`src/rtl/cmp_pkg.sv`:
```
// Shared types for the serial magnitude comparator.
// FSM state encoding and one-hot {eq,gt,lt} result constants.
package cmp_pkg;

  typedef enum logic [1:0] {
    IDLE,
    SHIFT,
    DONE
  } state_t;

  typedef logic [2:0] cmp_res_t;

  localparam cmp_res_t CMP_NONE = 3'b000;
  localparam cmp_res_t CMP_EQ   = 3'b100;
  localparam cmp_res_t CMP_GT   = 3'b010;
  localparam cmp_res_t CMP_LT   = 3'b001;

endpackage

```
`src/rtl/cmp_bit_slice.sv`:
```
// One-bit eq/gt/lt slice.
// The invert input swaps gt/lt for a two's complement sign bit.
module cmp_bit_slice (
  input  logic a,
  input  logic b,
  input  logic invert,
  output logic eq,
  output logic gt,
  output logic lt
);

  assign eq = ~(a ^ b);
  assign gt = invert ? (~a & b) : (a & ~b);
  assign lt = invert ? (a & ~b) : (~a & b);

endmodule

```
`src/rtl/serial_magnitude_comparator.sv`:
```
// Bit-serial MSB-first magnitude comparator with valid/ready in and out.
// Define SIGNED_CMP_EN for a two's complement compare.
module serial_magnitude_comparator
  import cmp_pkg::*;
#(
  parameter int WIDTH = 8
) (
  input  logic             clk,
  input  logic             rst_n,
  input  logic             in_valid,
  output logic             in_ready,
  input  logic [WIDTH-1:0] a,
  input  logic [WIDTH-1:0] b,
  output logic             out_valid,
  input  logic             out_ready,
  output logic             eq,
  output logic             gt,
  output logic             lt,
  output logic             busy
);

  localparam int IW = $clog2(WIDTH);
  localparam logic [IW-1:0] MSB = IW'(WIDTH - 1);

  state_t         state;
  logic [WIDTH-1:0] a_q;
  logic [WIDTH-1:0] b_q;
  logic [IW-1:0]  idx;
  cmp_res_t       res;
  logic           inv;
  logic           s_eq;
  logic           s_gt;
  logic           s_lt;

`ifdef SIGNED_CMP_EN
  assign inv = (idx == MSB);
`else
  assign inv = 1'b0;
`endif

  cmp_bit_slice u_slice (
    .a      (a_q[idx]),
    .b      (b_q[idx]),
    .invert (inv),
    .eq     (s_eq),
    .gt     (s_gt),
    .lt     (s_lt)
  );

  always_ff @(posedge clk or negedge rst_n) begin
    if (!rst_n) begin
      state     <= IDLE;
      a_q       <= '0;
      b_q       <= '0;
      idx       <= '0;
      res       <= CMP_NONE;
      out_valid <= 1'b0;
      in_ready  <= 1'b1;
      busy      <= 1'b0;
    end else begin
      unique case (state)
        IDLE: begin
          if (in_valid) begin
            a_q      <= a;
            b_q      <= b;
            idx      <= MSB;
            in_ready <= 1'b0;
            busy     <= 1'b1;
            state    <= SHIFT;
          end
        end
        SHIFT: begin
          unique case (1'b1)
            !s_eq: begin
              res       <= s_gt ? CMP_GT : CMP_LT;
              out_valid <= 1'b1;
              state     <= DONE;
            end
            s_eq && (idx == '0): begin
              res       <= CMP_EQ;
              out_valid <= 1'b1;
              state     <= DONE;
            end
            default: idx <= idx - 1'b1;
          endcase
        end
        DONE: begin
          if (out_ready) begin
            res       <= CMP_NONE;
            out_valid <= 1'b0;
            in_ready  <= 1'b1;
            busy      <= 1'b0;
            state     <= IDLE;
          end
        end
        default: state <= IDLE;
      endcase
    end
  end

  assign eq = res[2];
  assign gt = res[1];
  assign lt = res[0];

  // s_lt is implied by !s_eq && !s_gt; kept on the slice for symmetry
  logic unused;
  assign unused = s_lt;

endmodule
```
`config.mk`:
```
export PLATFORM = sky130hd
export DESIGN_NAME = serial_magnitude_comparator
export DESIGN_NICKNAME = d
export VERILOG_FILES = /design/src/rtl/cmp_pkg.sv /design/src/rtl/cmp_bit_slice.sv /design/src/rtl/serial_magnitude_comparator.sv
export SDC_FILE = /design/constraint.sdc
export NUM_CORES = 1
export LEC_CHECK = 0
export ABC_AREA = 1
export BUFFER_PORTS_ARGS = -buffer_cell sky130_fd_sc_hd__buf_2
export CAP_MARGIN = 20
export CORE_MARGIN = 4
export CORE_UTILIZATION = 46
export CTS_CLUSTER_DIAMETER = 100
export DETAILED_ROUTE_END_ITERATION = 10
export GPL_TIMING_DRIVEN = 0
export HOLD_SLACK_MARGIN = 0.15
export PLACE_DENSITY = 0.68
export SLEW_MARGIN = 0
export SYNTH_ARGS = -nofsm -noshare
export SYNTH_HDL_FRONTEND = slang
export SYNTH_HIERARCHICAL = 1
export SYNTH_SLANG_ARGS = --single-unit
```
`constraint.sdc`:
```
create_clock -name clk -period 2.14 [get_ports clk]
set_clock_uncertainty 0.15 [all_clocks]
set_input_delay 0.107 -clock clk [delete_from_list [all_inputs] [get_ports clk]]
set_output_delay 0.107 -clock clk [all_outputs]
set_load 0.1 [all_outputs]
```
==> flow_summary.ini, run 1 <==
[run_status]
status = complete, no violations

[timing]
final-setup-viol-count = 0
period_share = 0.901
period_minus_slack_ns = 1.93
slew_headroom = 0.601
finalHoldViolations = 0
fin_tns_setup_ns = 0
fmax_mhz = 519
whs_ns = 0.148
rsz0062_at_grt = false
worst_slew_pin_slew_ns = 0.598
maxSlewViolCount = 0

[global_route]
grt_pass1_wl_microns = 5550
track_usage = 0.169
grt_max_degree = 28
antenna_found_initial = 0
grt_pass1_vias = 1274
grt_overflow_total = 0

[floorplanning]
fp.dieH_microns = 64.5
rows = 20
start_util = 0.482
fp.dieW_microns = 64.5
core_area_sq_mm = 0.00305
io_pins = 26
dieArea_sq_mm = 0.00416

[cells_and_area]
fillers = 281
final-seq-area_sq_um = 677
drive_above_1_share = 0.329
syn_to_final_growth_pct = 29.4
final_nets = 250
fin_area_sq_mm = 0.00190
multi_input_area_sq_um = 667
stdcell_count = 269
n_antenna_cell = 0

[worst_setup_path]
cp_max_fo = 10
cp_data_required_time_ns = 2.23
arrival_ns = 2.02
crit_path_top_delay_cell = dfrtp_1
crit_buf_inv = 2
path_cells = buf_2 > nand2_1 > nand3_1 > nand2_1 > nand2_1 > nand2_1 > inv_1 > ha_4 > nand2_1 > nand2_2 > nand2_1 > nand2_1 > nand2_1
endpoint_kind = flop
cp-start-kind = flop
slowest_delay_ns = 0.42
critical_path_class = flop to flop
cp_common_cell = nand2_1
path_delay_family = simple AND/OR/NAND/NOR gates

[routing]
dr.pass1.iters = 6
post-route-drc-count = 0
avgViaCountPerCell = 4.58
ant_nets = 0
vias = 1233
routedWlPerCell_microns = 11.3
drt-initial-drc-count = 34
totalWireLength_microns = 3040

[clock_tree]
root_buffer = clkbuf_4
clk_latency_ns = 0.33
cts_tree = yes
postCtsSetupBuffers = 0
cts.sinks = 27
cts_made_buffers = 3
clkTransAtPathRegs_ns = 0.15
h-tree-depth = 1
cts_buffer_depth = 2

[yosys]
postSynthAreaPerCell_sq_um = 8.45
syn_area_sq_mm = 0.00147
netlist_instances = 174
synth_warnings = 6

[placed_design]
numPortBuffers = 25
gp_congestion = 0.731
dp_hpwl_microns = 2090
placedCellCount = 244
place_area_sq_mm = 0.00165

[worst_hold_path]
hp-class = input pin to async pin

[power]
swShare = 0.508
p_per_area_mw_per_mm2 = 1560
pwr-share-clk = 0.077
p_seq_frac = 0.295
p_int_mw = 1.46
combPwrFrac = 0.627
p_switching_mw = 1.50
total_power_mw = 2.96
p_leak_nw = 0.992
vdd_ir_drop_max_mv = 0.597

[flow_run]
max_cap_viol_count = 0
-- timing repair --
| item | CTS | global route |
|---|---|---|
| gates resized for setup | 0 | 2 |
| endpoints found under the setup margin | 0 | 3 |
| hold endpoints to repair | 54 | 0 |
| hold buffers | 21 | 0 |
-- cell type report --
class / instances / area share
sequential: 27 / 0.356
multi-input combinational: 119 / 0.350
timing repair buffer: 46 / 0.176
inverter: 25 / 0.0506
tap: 44 / 0.0289
buffer: 4 / 0.0243
clock buffer: 4 / 0.0138
-- routing by layer --
| layer | global-route usage | share of wire |
|---|---|---|
| met3 | 0.0208 | 0.031 |
| met1 | 0.212 | 0.46 |
| met5 | 0 | 0 |
| met2 | 0.300 | 0.50 |
| met4 | 0.0554 | 0.015 |
-- state kept, by name (all words and copies together) (netlist names) --
signal     count
a_q            8
b_q            8
busy           1
idx            3
in_ready       1
out_valid      1
res            3
state          2
-- final timing paths --
check,start,to,slack (ns),cells after the start
min in group clk,in_ready,in_ready,0.33,2
worst max-delay path,idx[0],res[1],0.21,13
worst min register to register,in_ready,in_ready,0.33,2
worst min-delay path,rst_n,a_q[5],0.15,2
max in group asynchronous,rst_n,state[0],1.30,2
worst max register to register,idx[0],res[1],0.21,13
-- worst reg2reg max path, cell delays in order, from the launching register on --
cell and delay, ns:
dfrtp_1 0.42, buf_2 0.19, nand2_1 0.09, nand3_1 0.07, nand2_1 0.08, nand2_1 0.04, nand2_1 0.09, inv_1 0.08
ha_4 0.28, nand2_1 0.06, nand2_2 0.11, nand2_1 0.08, nand2_1 0.07, nand2_1 0.04
-- stage by stage --
step	setup WS, ns	utilization
6_report	0.212	0.623
5_1_grt	0.0431	0.623
4_1_cts	0.147	0.619
3_5_place_dp	0.174	0.542
3_3_place_gp	0.210	0.542
2_1_floorplan	0.357	-
-- cells in the final DEF, fill, tap and decap left out --
cell type and count:
o21ai_2 16, buf_2 26, inv_2 3, buf_8 2, buf_6 1, nand3_1 16, ha_1 3, inv_4 1
nor2_2 1, inv_1 21, nand2_2 16, nand2_4 1, nor2_4 1, clkbuf_1 1, conb_1 2, ha_4 1
dfstp_2 1, nand3_2 1, o21ai_1 1, xnor2_1 1, dlygate4sd3_1 21, nand4_1 1, clkbuf_4 3, dfrtp_1 26
nor2_1 2, nand2_1 56
-- power groups by stage --
stage | Combinational, mW | Clock [mW] | Sequential, mW
floorplan | 1.15 | 0 | 1.19
global placement | 1.71 | 0 | 0.874
detailed placement | 1.77 | 0 | 0.885
CTS | 1.81 | 0.228 | 0.872
global route | 2.09 | 0.247 | 0.900
finish | 1.86 | 0.229 | 0.874
No activity file was read; power rests on OpenSTA's default activity.
==> inputs of run 2 (changes only) <==
--- a/config.mk
+++ b/config.mk
@@ -6,7 +6,7 @@
 export NUM_CORES = 1
 export LEC_CHECK = 0
 export ABC_AREA = 1
-export BUFFER_PORTS_ARGS = -buffer_cell sky130_fd_sc_hd__buf_2
+export BUFFER_PORTS_ARGS = -buffer_cell sky130_fd_sc_hd__buf_4
 export CAP_MARGIN = 20
 export CORE_MARGIN = 4
 export CORE_UTILIZATION = 46
@@ -14,9 +14,8 @@
 export DETAILED_ROUTE_END_ITERATION = 10
 export GPL_TIMING_DRIVEN = 0
 export HOLD_SLACK_MARGIN = 0.15
-export PLACE_DENSITY = 0.68
+export PLACE_DENSITY = 0.69
 export SLEW_MARGIN = 0
 export SYNTH_ARGS = -nofsm -noshare
 export SYNTH_HDL_FRONTEND = slang
-export SYNTH_HIERARCHICAL = 1
 export SYNTH_SLANG_ARGS = --single-unit
==> flow_summary.ini, run 2 <==
[worst_setup_path]
arrival_ns = 2.02
critical_path_class = flop to flop
cp_max_fo = 9
endpoint_kind = flop
cp-start-kind = flop
cp_data_required_time_ns = 2.22

[routing]
totalWireLength_microns = 2820
dr.pass1.iters = 4
avgViaCountPerCell = 4.75
vias = 1150
drt-initial-drc-count = 36
ant_nets = 0
routedWlPerCell_microns = 11.6
post-route-drc-count = 0

[floorplanning]
rows = 18
dieArea_sq_mm = 0.00371
fp.dieH_microns = 60.9
fp.dieW_microns = 60.9
start_util = 0.501
core_area_sq_mm = 0.00257
io_pins = 26

[yosys]
ys_top_cells_by_area = dfrtp_1, nand2_1, nand3_1, o21ai_1, inv_1
syn_area_sq_mm = 0.00129
synth_seq_area_share = 0.526
synth-async-reset-ratio = 1.00
yosys.area.top_type_share = 0.505
synth_ff_type = dfrtp_1
synthTopCellsByCount = nand2_1, dfrtp_1, inv_1, nand3_1, o21ai_1
postSynthAreaPerCell_sq_um = 8.05
synth_nets = 183
yosysTopAreaCell = dfrtp_1
synth.distinct_cells = 18
synth_edf_count = 0
synth_warnings = 0
netlist_instances = 160
synth_seq_cells = 27
yosysMostFrequentCell = nand2_1

[global_route]
grt_pass1_vias = 1081
antenna_found_initial = 0
grt_max_degree = 27
track_usage = 0.180
grt_overflow_total = 0
grt_pass1_wl_microns = 4860

[power]
p_per_area_mw_per_mm2 = 1490
p_leak_nw = 0.934
vdd_ir_drop_max_mv = 1.28

[cells_and_area]
mostFrequentLayoutCell = nand2_1
drive_above_1_share = 0.198
final_nets = 236
fin_area_sq_mm = 0.00178
final-seq-area_sq_um = 677
n_antenna_cell = 0
utilization = 0.693
final_cell_mix = nand2_1, dfrtp_1, buf_4
reg_top3 = a_q (8), b_q (8)
multi_input_area_sq_um = 512
syn_to_final_growth_pct = 38.2
fillers = 214

[timing]
period_minus_slack_ns = 1.94
finalHoldViolations = 0
worst_slew_pin_slew_ns = 0.268
maxSlewViolCount = 0
period_share = 0.908
final-setup-viol-count = 0
rsz0062_at_grt = false
fin_tns_setup_ns = 0
fmax_mhz = 515
slew_headroom = 0.820

[clock_tree]
cts_made_buffers = 3
clkTransAtPathRegs_ns = 0.14
postCtsSetupBuffers = 0
root_buffer = clkbuf_4
cts_buffer_depth = 2
cts.sinks = 27
h-tree-depth = 1
clk_latency_ns = 0.33
post_cts_resized = 0
cts_tree = yes

[placed_design]
numPortBuffers = 25
gp_congestion = 0.885
place_area_sq_mm = 0.00151
dp_hpwl_microns = 1910

[flow_run]
max_cap_viol_count = 0

[run_status]
status = complete, no violations

[worst_hold_path]
hp-class = flop to flop
-- run 2: metal layers --
layer,part of all wire,GRT usage
met1,0.48,0.230
met2,0.47,0.299
met3,0.031,0.0255
met4,0.018,0.0836
met5,0,0
-- run 2: cells by family after synthesis --
| logic type | share of synthesized area |
|---|---|
| xor gates and xnor gates | 0.00680 |
| buffers and inverters | 0.0768 |
| adders and majority gates | 0.0292 |
| AOI/OAI and AO/OA | 0.0641 |
| and+or+nand+nor | 0.297 |
| DFF | 0.526 |
-- run 2: cell type report --
class | count | share of cell area
buffer | 4 | 0.0113
clock buffer | 4 | 0.0148
inverter | 21 | 0.0443
multi-input combinational | 108 | 0.288
sequential | 27 | 0.380
tap | 30 | 0.0211
timing repair buffer | 48 | 0.241
-- run 2: worst max-delay path: stages, from the launching register on --
cell and delay (ns):
dfrtp_1 0.39, clkinv_1 0.25, nand2_1 0.13, nand3_1 0.07
nand3_1 0.10, nand2_1 0.06, ha_1 0.33, nand2_1 0.11
nand2_1 0.12, nand3_1 0.10, nand2_1 0.05
-- run 2: metrics by stage --
stage               hold WS [ns]  setup slack [ns]  std cells  power, mW
floorplan                 -0.339             0.425        160       2.07
global placement          -0.117             0.227        215       2.36
detailed placement        -0.114             0.206        215       2.40
CTS                        0.327             0.184        242       2.67
global route               0.331            0.0336        242       2.92
finish                     0.324             0.197        242       2.66
-- run 2: worst paths after layout --
check                              start       end  slack, ns  cells past startpoint
worst max register to register    idx[0]    res[2]       0.20                     10
worst max-delay path              idx[0]    res[2]       0.20                     10
worst min register to register  in_ready  in_ready       0.32                      2
max in group asynchronous          rst_n    idx[1]       1.04                      4
worst min-delay path            in_ready  in_ready       0.32                      2
min in group asynchronous          rst_n    a_q[5]       0.64                      4
-- run 2: repair_timing --
action	CTS	global route
hold buffers	23	0
setup endpoints to repair	0	0
hold endpoints to repair	54	0
-- run 2: power by group --
part,internal [mW],switching [mW],total (mW)
logic,0.507,1.06,1.56
registers,0.755,0.117,0.872
clock network,0.0731,0.148,0.221
